### config.mk
export PLATFORM = sky130hd
export DESIGN_NAME = seq_rec_trig_ctrl_flat
export DESIGN_NICKNAME = d
export VERILOG_FILES = /design/src/rtl/seq_rec_pkg.sv /design/src/rtl/seq_rec_trig_ctrl_if.sv /design/src/rtl/seq_rec_trig_detect.sv /design/src/rtl/seq_rec_trig_ctrl.sv /design/src/flat_wrapper.sv
export SDC_FILE = /design/constraint.sdc
export NUM_CORES = 1
export LEC_CHECK = 0
export BUFFER_PORTS_ARGS = -buffer_cell sky130_fd_sc_hd__buf_2
export CORE_ASPECT_RATIO = 0.9
export CORE_UTILIZATION = 45
export CTS_BUF_LIST = sky130_fd_sc_hd__clkbuf_16
export DETAILED_ROUTE_END_ITERATION = 10
export GPL_TIMING_DRIVEN = 0
export PLACE_DENSITY = 0.78
export SLEW_MARGIN = 10
export SYNTH_ARGS = -nofsm -noshare
export SYNTH_HDL_FRONTEND = slang
export SYNTH_SLANG_ARGS = --single-unit
### constraint.sdc
create_clock -name BUS_CLK -period 3.5 [get_ports BUS_CLK]
set_clock_uncertainty 0.1 [all_clocks]
set_input_delay 0.175 -clock BUS_CLK [delete_from_list [all_inputs] [get_ports BUS_CLK]]
set_output_delay 0.175 -clock BUS_CLK [all_outputs]
set_load 0.1 [all_outputs]
### src/rtl/seq_rec_pkg.sv
// Shared encodings for the sequence-recorder trigger controller.
package seq_rec_pkg;

  typedef enum logic [1:0] {
    TRIG_SW       = 2'd0,
    TRIG_EXT_RISE = 2'd1,
    TRIG_EXT_FALL = 2'd2,
    TRIG_PATTERN  = 2'd3
  } trig_src_e;

  localparam logic [2:0] ST_IDLE    = 3'd0;
  localparam logic [2:0] ST_ARMED   = 3'd1;
  localparam logic [2:0] ST_DELAY   = 3'd2;
  localparam logic [2:0] ST_FIRE    = 3'd3;
  localparam logic [2:0] ST_HOLDOFF = 3'd4;

  typedef enum logic [2:0] {
    S_IDLE    = ST_IDLE,
    S_ARMED   = ST_ARMED,
    S_DELAY   = ST_DELAY,
    S_FIRE    = ST_FIRE,
    S_HOLDOFF = ST_HOLDOFF
  } state_e;

endpackage

### src/rtl/seq_rec_trig_ctrl_if.sv
// Control/status bundle between register file, trigger controller and recorder.
interface seq_rec_trig_ctrl_if #(
  parameter int IN_BITS  = 8,
  parameter int CNT_BITS = 16
) ();
  logic                ARM;
  logic                ABORT;
  logic                SW_TRIG;
  logic                EXT_TRIG;
  logic [1:0]          TRIG_SRC;
  logic [IN_BITS-1:0]  PAT_IN;
  logic [IN_BITS-1:0]  PAT_VALUE;
  logic [IN_BITS-1:0]  PAT_MASK;
  logic [CNT_BITS-1:0] DELAY;
  logic [CNT_BITS-1:0] HOLDOFF;
  logic [CNT_BITS-1:0] REPEAT;
  logic                SEQ_EXT_START;
  logic                BUSY;
  logic                DONE;
  logic                MISSED;
  logic [CNT_BITS-1:0] TRIG_COUNT;

  modport master (
    output ARM, ABORT, SW_TRIG, EXT_TRIG, TRIG_SRC, PAT_IN, PAT_VALUE, PAT_MASK,
           DELAY, HOLDOFF, REPEAT,
    input  SEQ_EXT_START, BUSY, DONE, MISSED, TRIG_COUNT
  );

  modport slave (
    input  ARM, ABORT, SW_TRIG, EXT_TRIG, TRIG_SRC, PAT_IN, PAT_VALUE, PAT_MASK,
           DELAY, HOLDOFF, REPEAT,
    output SEQ_EXT_START, BUSY, DONE, MISSED, TRIG_COUNT
  );
endinterface

### src/rtl/seq_rec_trig_detect.sv
// Trigger source mux with edge and pattern-match history; emits a one-cycle event.
module seq_rec_trig_detect
  import seq_rec_pkg::*;
#(
  parameter int IN_BITS = 8
) (
  input  logic               clk,
  input  logic               rst,
  input  logic               clr_match_i,
  input  trig_src_e          trig_src_i,
  input  logic               sw_trig_i,
  input  logic               ext_trig_i,
  input  logic [IN_BITS-1:0] pat_in_i,
  input  logic [IN_BITS-1:0] pat_value_i,
  input  logic [IN_BITS-1:0] pat_mask_i,
  output logic               event_o
);

  logic ext_q;
  logic match_q;
  logic match;

  assign match = ((pat_in_i ^ pat_value_i) & pat_mask_i) == '0;

  // Previous-cycle history. Match history is cleared on arm so a pattern that
  // already matches (or an all-zero mask) yields one event right after arming.
  always_ff @(posedge clk or posedge rst) begin
    if (rst) begin
      ext_q   <= 1'b0;
      match_q <= 1'b0;
    end else begin
      ext_q   <= ext_trig_i;
      match_q <= clr_match_i ? 1'b0 : match;
    end
  end

  // Select the qualified event for the configured source.
  always_comb begin
    event_o = 1'b0;
    case (trig_src_i)
      TRIG_SW:       event_o = sw_trig_i;
      TRIG_EXT_RISE: event_o = ext_trig_i & ~ext_q;
      TRIG_EXT_FALL: event_o = ~ext_trig_i & ext_q;
      TRIG_PATTERN:  event_o = match & ~match_q;
      default:       event_o = 1'b0;
    endcase
  end

endmodule

### src/rtl/seq_rec_trig_ctrl.sv
// Arming/trigger sequencer that issues SEQ_EXT_START pulses to the recorder.
//
//  state   | meaning
//  IDLE    | disarmed; waits for ARM, config captured on accept
//  ARMED   | waiting for a qualified trigger event
//  DELAY   | counting shadow DELAY cycles after the event
//  FIRE    | start pulse high; count starts, decide done/holdoff/re-arm
//  HOLDOFF | counting shadow HOLDOFF cycles before re-arming
module seq_rec_trig_ctrl
  import seq_rec_pkg::*;
#(
  parameter int IN_BITS  = 8,
  parameter int CNT_BITS = 16
) (
  input  logic          BUS_CLK,
  input  logic          BUS_RST,
  seq_rec_trig_ctrl_if.slave bus
);

  localparam logic [CNT_BITS-1:0] ONE = CNT_BITS'(1);

  state_e              state_q, state_d;
  logic [CNT_BITS-1:0] cnt_q, cnt_d;
  logic [CNT_BITS-1:0] count_q, count_d, count_inc;
  logic                start_q, start_d;
  logic                busy_q, busy_d;
  logic                done_q, done_d;
  logic                missed_q, missed_d;

  trig_src_e           sh_src_q, sh_src_d;
  logic [IN_BITS-1:0]  sh_pval_q, sh_pval_d;
  logic [IN_BITS-1:0]  sh_pmask_q, sh_pmask_d;
  logic [CNT_BITS-1:0] sh_delay_q, sh_delay_d;
  logic [CNT_BITS-1:0] sh_hold_q, sh_hold_d;
  logic [CNT_BITS-1:0] sh_rep_q, sh_rep_d;

  logic arm_accept;
  logic trig_event;

  seq_rec_trig_detect #(.IN_BITS(IN_BITS)) u_detect (
    .clk         (BUS_CLK),
    .rst         (BUS_RST),
    .clr_match_i (arm_accept),
    .trig_src_i  (sh_src_q),
    .sw_trig_i   (bus.SW_TRIG),
    .ext_trig_i  (bus.EXT_TRIG),
    .pat_in_i    (bus.PAT_IN),
    .pat_value_i (sh_pval_q),
    .pat_mask_i  (sh_pmask_q),
    .event_o     (trig_event)
  );

  assign count_inc = (&count_q) ? count_q : count_q + ONE;

  // Next-state, counter and shadow-register decode; ABORT overrides everything.
  always_comb begin
    state_d    = state_q;
    cnt_d      = cnt_q;
    count_d    = count_q;
    done_d     = done_q;
    missed_d   = missed_q;
    sh_src_d   = sh_src_q;
    sh_pval_d  = sh_pval_q;
    sh_pmask_d = sh_pmask_q;
    sh_delay_d = sh_delay_q;
    sh_hold_d  = sh_hold_q;
    sh_rep_d   = sh_rep_q;
    arm_accept = 1'b0;

    if (trig_event && (state_q == S_DELAY || state_q == S_FIRE || state_q == S_HOLDOFF))
      missed_d = 1'b1;

    if (bus.ABORT) begin
      state_d = S_IDLE;
    end else begin
      case (state_q)
        S_IDLE: begin
          if (bus.ARM) begin
            state_d    = S_ARMED;
            arm_accept = 1'b1;
            sh_src_d   = trig_src_e'(bus.TRIG_SRC);
            sh_pval_d  = bus.PAT_VALUE;
            sh_pmask_d = bus.PAT_MASK;
            sh_delay_d = bus.DELAY;
            sh_hold_d  = bus.HOLDOFF;
            sh_rep_d   = bus.REPEAT;
            done_d     = 1'b0;
            missed_d   = 1'b0;
            count_d    = '0;
          end
        end
        S_ARMED: begin
          if (trig_event) begin
            if (sh_delay_q == '0) begin
              state_d = S_FIRE;
            end else begin
              state_d = S_DELAY;
              cnt_d   = sh_delay_q - ONE;
            end
          end
        end
        S_DELAY: begin
          if (cnt_q == '0) state_d = S_FIRE;
          else             cnt_d   = cnt_q - ONE;
        end
        S_FIRE: begin
          count_d = count_inc;
          if (sh_rep_q != '0 && count_inc == sh_rep_q) begin
            state_d = S_IDLE;
            done_d  = 1'b1;
          end else if (sh_hold_q == '0) begin
            state_d = S_ARMED;
          end else begin
            state_d = S_HOLDOFF;
            cnt_d   = sh_hold_q - ONE;
          end
        end
        S_HOLDOFF: begin
          if (cnt_q == '0) state_d = S_ARMED;
          else             cnt_d   = cnt_q - ONE;
        end
        default: state_d = S_IDLE;
      endcase
    end

    start_d = (state_d == S_FIRE);
    busy_d  = (state_d != S_IDLE);
  end

  // All controller state and registered outputs.
  always_ff @(posedge BUS_CLK or posedge BUS_RST) begin
    if (BUS_RST) begin
      state_q    <= S_IDLE;
      cnt_q      <= '0;
      count_q    <= '0;
      start_q    <= 1'b0;
      busy_q     <= 1'b0;
      done_q     <= 1'b0;
      missed_q   <= 1'b0;
      sh_src_q   <= TRIG_SW;
      sh_pval_q  <= '0;
      sh_pmask_q <= '0;
      sh_delay_q <= '0;
      sh_hold_q  <= '0;
      sh_rep_q   <= '0;
    end else begin
      state_q    <= state_d;
      cnt_q      <= cnt_d;
      count_q    <= count_d;
      start_q    <= start_d;
      busy_q     <= busy_d;
      done_q     <= done_d;
      missed_q   <= missed_d;
      sh_src_q   <= sh_src_d;
      sh_pval_q  <= sh_pval_d;
      sh_pmask_q <= sh_pmask_d;
      sh_delay_q <= sh_delay_d;
      sh_hold_q  <= sh_hold_d;
      sh_rep_q   <= sh_rep_d;
    end
  end

  assign bus.SEQ_EXT_START = start_q;
  assign bus.BUSY          = busy_q;
  assign bus.DONE          = done_q;
  assign bus.MISSED        = missed_q;
  assign bus.TRIG_COUNT    = count_q;

endmodule

### src/flat_wrapper.sv
// flat-port wrapper written by rule: the top's interface ports become plain ports
module seq_rec_trig_ctrl_flat import seq_rec_pkg::*;
#(
  parameter int IN_BITS  = 8,
  parameter int CNT_BITS = 16
)
  (BUS_CLK, BUS_RST, bus_ARM, bus_ABORT, bus_SW_TRIG, bus_EXT_TRIG, bus_TRIG_SRC, bus_PAT_IN, bus_PAT_VALUE, bus_PAT_MASK, bus_DELAY, bus_HOLDOFF, bus_REPEAT, bus_SEQ_EXT_START, bus_BUSY, bus_DONE, bus_MISSED, bus_TRIG_COUNT);
  seq_rec_trig_ctrl_if #(.IN_BITS(IN_BITS), .CNT_BITS(CNT_BITS)) bus_i ();
  input  logic BUS_CLK;
  input  logic BUS_RST;
  input wire logic [$bits(bus_i.ARM)-1:0] bus_ARM;
  input wire logic [$bits(bus_i.ABORT)-1:0] bus_ABORT;
  input wire logic [$bits(bus_i.SW_TRIG)-1:0] bus_SW_TRIG;
  input wire logic [$bits(bus_i.EXT_TRIG)-1:0] bus_EXT_TRIG;
  input wire logic [$bits(bus_i.TRIG_SRC)-1:0] bus_TRIG_SRC;
  input wire logic [$bits(bus_i.PAT_IN)-1:0] bus_PAT_IN;
  input wire logic [$bits(bus_i.PAT_VALUE)-1:0] bus_PAT_VALUE;
  input wire logic [$bits(bus_i.PAT_MASK)-1:0] bus_PAT_MASK;
  input wire logic [$bits(bus_i.DELAY)-1:0] bus_DELAY;
  input wire logic [$bits(bus_i.HOLDOFF)-1:0] bus_HOLDOFF;
  input wire logic [$bits(bus_i.REPEAT)-1:0] bus_REPEAT;
  output wire logic [$bits(bus_i.SEQ_EXT_START)-1:0] bus_SEQ_EXT_START;
  output wire logic [$bits(bus_i.BUSY)-1:0] bus_BUSY;
  output wire logic [$bits(bus_i.DONE)-1:0] bus_DONE;
  output wire logic [$bits(bus_i.MISSED)-1:0] bus_MISSED;
  output wire logic [$bits(bus_i.TRIG_COUNT)-1:0] bus_TRIG_COUNT;
  assign bus_i.ARM = bus_ARM;
  assign bus_i.ABORT = bus_ABORT;
  assign bus_i.SW_TRIG = bus_SW_TRIG;
  assign bus_i.EXT_TRIG = bus_EXT_TRIG;
  assign bus_i.TRIG_SRC = bus_TRIG_SRC;
  assign bus_i.PAT_IN = bus_PAT_IN;
  assign bus_i.PAT_VALUE = bus_PAT_VALUE;
  assign bus_i.PAT_MASK = bus_PAT_MASK;
  assign bus_i.DELAY = bus_DELAY;
  assign bus_i.HOLDOFF = bus_HOLDOFF;
  assign bus_i.REPEAT = bus_REPEAT;
  assign bus_SEQ_EXT_START = bus_i.SEQ_EXT_START;
  assign bus_BUSY = bus_i.BUSY;
  assign bus_DONE = bus_i.DONE;
  assign bus_MISSED = bus_i.MISSED;
  assign bus_TRIG_COUNT = bus_i.TRIG_COUNT;
  seq_rec_trig_ctrl #(.IN_BITS(IN_BITS), .CNT_BITS(CNT_BITS)) u_core (.BUS_CLK(BUS_CLK), .BUS_RST(BUS_RST), .bus(bus_i));
endmodule
==> summary.txt <==
Detailed routing
  • Pre-Repair DR Iteration Count: 9
  • Total wire length: 18450 µm
  • Post-route ant nets: 0
  • DRC viols: 6
  • Iter 0 DRT Violations: a little under 700
  • Drt wl/cell: between 15 and 20 µm
  • Via count: 6111
  • Via density: roughly 5.7

GRT
  • GRT Total Usage: 0.2686
  • Initial antenna violation count: 0
  • Total grt overflow: 0
  • First-pass GRT wire length: 29610 µm
  • Vias in the first global route: between 5000 and 6000
  • Largest net degree at the start of global routing: 92

Placement
  • Dpl cell area: a little under 7000 µm²
  • Final Wtd Congestion: 0.9119
  • PortBufs: slightly below 100
  • Pre-CTS setup slack: -206.3 ps
  • Hpwl dp: roughly 12000 µm
  • Dpl cells: about 980

Finish
  • P&R area growth vs syn: 30.67%
  • Most frequent cells in the layout: nand2_1 (214), buf_2 (106), dfrtp_1 (91), dlygate4sd3_1 (68), nor2_1 (51)
  • Final Cell Area: ~8000 µm²
  • Commonest non-fill, non-tap cell in the layout: nand2_1
  • Antenna diode count: 0
  • Non-filler cells, final: between 1000 and 1500
  • Fillers: 1097
  • Fraction of layout instances using a drive strength above 1: 0.2184
  • Nets@finish: slightly below 1000

Die
  • Core ar.: about 13000 µm²
  • Initial cell density of the core: 0.4596
  • Die W: between 100 and 150 µm
  • Height of the chip: 112.6 µm
  • Boundary Pins: 100
  • Die area: between 10000 and 15000 µm²
  • # rows: 40

Hold path
  • Worst hold-check path type: input pin to flip-flop

STA
  • Setup_tns: 0 ps
  • Fin crit period: about 3400 ps
  • Setup Viol. Count Final: 0
  • Tightest Pin Transition: just over 800 ps
  • Final clock period utilization by the worst path: 0.9654
  • Final Hold Vio Count: 0
  • WHS: around 53 ps
  • Fmax: 296.0 MHz
  • Max_slew headroom: 0.4567
  • Final WS setup: 121.3 ps
  • Final Max Tran Viols: 0

Logic synthesis
  • Cell Area, Synth: ~6100 µm²
  • Share of flip-flops with an asynchronous set or reset: 1.000
  • Post-synth EDFFs: 0
  • Seq/Total Area, Yosys: 0.4376
  • Synth Net Count: ~790
  • Synthesized flop and latch total: 107
  • Synth warnings: 0
  • Post-synth cell types: 63
  • Syn avg cell area: 8.605 µm²
  • Synth Flop Type: dfrtp_1
  • Synth Instances: around 700

Critical path
  • Worst-path fanout max: 7
  • WS Path Type: flip-flop to flip-flop
  • Worst setup SP type: flip-flop
  • Worst EP required: 3650 ps
  • CP Capture Type: flip-flop
  • Worst Path Arrival: between 3000 and 4000 ps

CTS
  • # clock sinks: 107
  • Longest Clk Path Bufs: 2
  • Clk slew on worst S/H paths: 70 ps
  • CTS root buf: clkbuf_16
  • CTS tree: built
  • CTS H-tree depth: 3
  • CTS Buf Count: 9
  • Clock latency on the worst-skew pair: roughly 370 ps

Power
  • P per Cell Area: 604.3 nW/µm²
  • Max VDD drop: approximately 0.00042 V
  • Leak Pwr: 3.811 nW

Flow run
  • Max-cap violations: 0

Status
  • Status: finished, violations left
  • Failing checks: design-rule violations
-- layout make-up --
type                            instances  area, µm²  area share
Multi-Input combinational cell        546       3279      0.4102
Sequential cell                       107       2698      0.3374
Timing Repair Buffer                  178       1279      0.1599
Clock buffer                            9      225.2     0.02817
Tap cell                              168      210.2     0.02629
Buffer                                 43      200.2     0.02504
Inverter                               13      53.80    0.006729
Clock inverter                          6      50.05    0.006260
-- routing by layer --
metal,global-route usage,part of all wire,vias to the layer above,wire (µm)
met4,0.1081,0.027,0,499
li1,-,-,2842,-
met2,0.4273,0.47,332,8602
met1,0.3600,0.42,2887,7741
met3,0.05672,0.087,50,1611
met5,0,0,-,0
-- registers in the layout, summed over array words and instances (netlist names), 2 cells and up --
name,count
u_core.sh_pmask_q,8
u_core.sh_rep_q,16
u_core.state_q,3
u_core.sh_pval_q,8
u_core.sh_hold_q,16
u_core.sh_delay_q,16
u_core.bus.TRIG_COUNT,16
u_core.sh_src_q,2
u_core.cnt_q,16
-- logic make-up after synthesis --
| kind of cell | Yosys count | synth area share |
|---|---|---|
| buf+inv | 58 | 0.04172 |
| simple gates | 373 | 0.2847 |
| xor+xnor | 37 | 0.05297 |
| compound gates | 111 | 0.1299 |
| fa+ha+maj | 2 | 0.004089 |
| mux | 23 | 0.04908 |
| flops | 107 | 0.4376 |
-- critical path, stage by stage (launching register included) --
cell,delay (ps)
dfrtp_2,450
ha_4,190
nand3_2,180
or4_4,560
nor3_1,150
o32ai_1,130
a2111oi_2,450
a41oi_2,220
o21ai_4,320
buf_4,180
mux2_2,330
-- stage by stage --
| stage | util | total power [mW] |
|---|---|---|
| 3_3_place_gp | 0.5155 | 3.591 |
| 5_1_grt | 0.6006 | 5.105 |
| 4_1_cts | 0.5912 | 4.716 |
| 6_report | 0.6006 | 4.831 |
| 2_1_floorplan | - | 3.201 |
| 3_5_place_dp | 0.5180 | 3.653 |
-- power by group --
part	switching (mW)	internal, mW	leakage (nW)
Combinational	0.967	0.832	2.34
Sequential	0.427	1.62	1.33
Clock	0.500	0.490	0.140
-- path summary, 6_finish.rpt --
| check | startpoint | endpoint | slack (ps) | cells past startpoint |
|---|---|---|---|---|
| worst max-delay path | u_core.bus.TRIG_COUNT[0] | u_core.cnt_q[14] | 120 | 10 |
| worst min-delay path | bus_ABORT | u_core.state_q[0] | 50 | 3 |
| worst max register to register | u_core.bus.TRIG_COUNT[0] | u_core.cnt_q[14] | 120 | 10 |
| worst min register to register | u_core.sh_pmask_q[6] | u_core.sh_pmask_q[6] | 380 | 2 |
| max in group asynchronous | BUS_RST | u_core.bus.TRIG_COUNT[10] | 2390 | 4 |
| min in group asynchronous | BUS_RST | u_core.bus.TRIG_COUNT[8] | 180 | 3 |
-- cell usage after synthesis, drive strengths merged (4+ instances only) --
library cell	count	area, µm²
and4	6	52.55
nand4	12	96.34
nand3	15	75.07
nand2b	5	31.28
nor4	22	167.7
nor2	51	191.4
a22oi	5	37.54
inv	13	48.80
nor3	11	55.05
a21oi	11	55.05
mux2i	6	60.06
clkbuf	32	121.4
xnor2	8	70.07
buf	13	85.08
mux2	16	214.0
nand2	214	803.3
nor3b	13	97.59
a211oi	6	50.05
xor2	29	254.0
and3	9	56.30
o221a	11	123.9
o21ai	37	196.4
or3	4	25.02
dfrtp	107	2678
a31oi	7	43.79
-- timing repair --
item,in CTS,in global routing
endpoints found under the setup margin,12,16
hold buffers,68,0
buffers inserted,0,10
pin swaps,0,5
hold endpoints to repair,100,0
gates resized for setup,3,9
(Power assumes the default switching activity.)
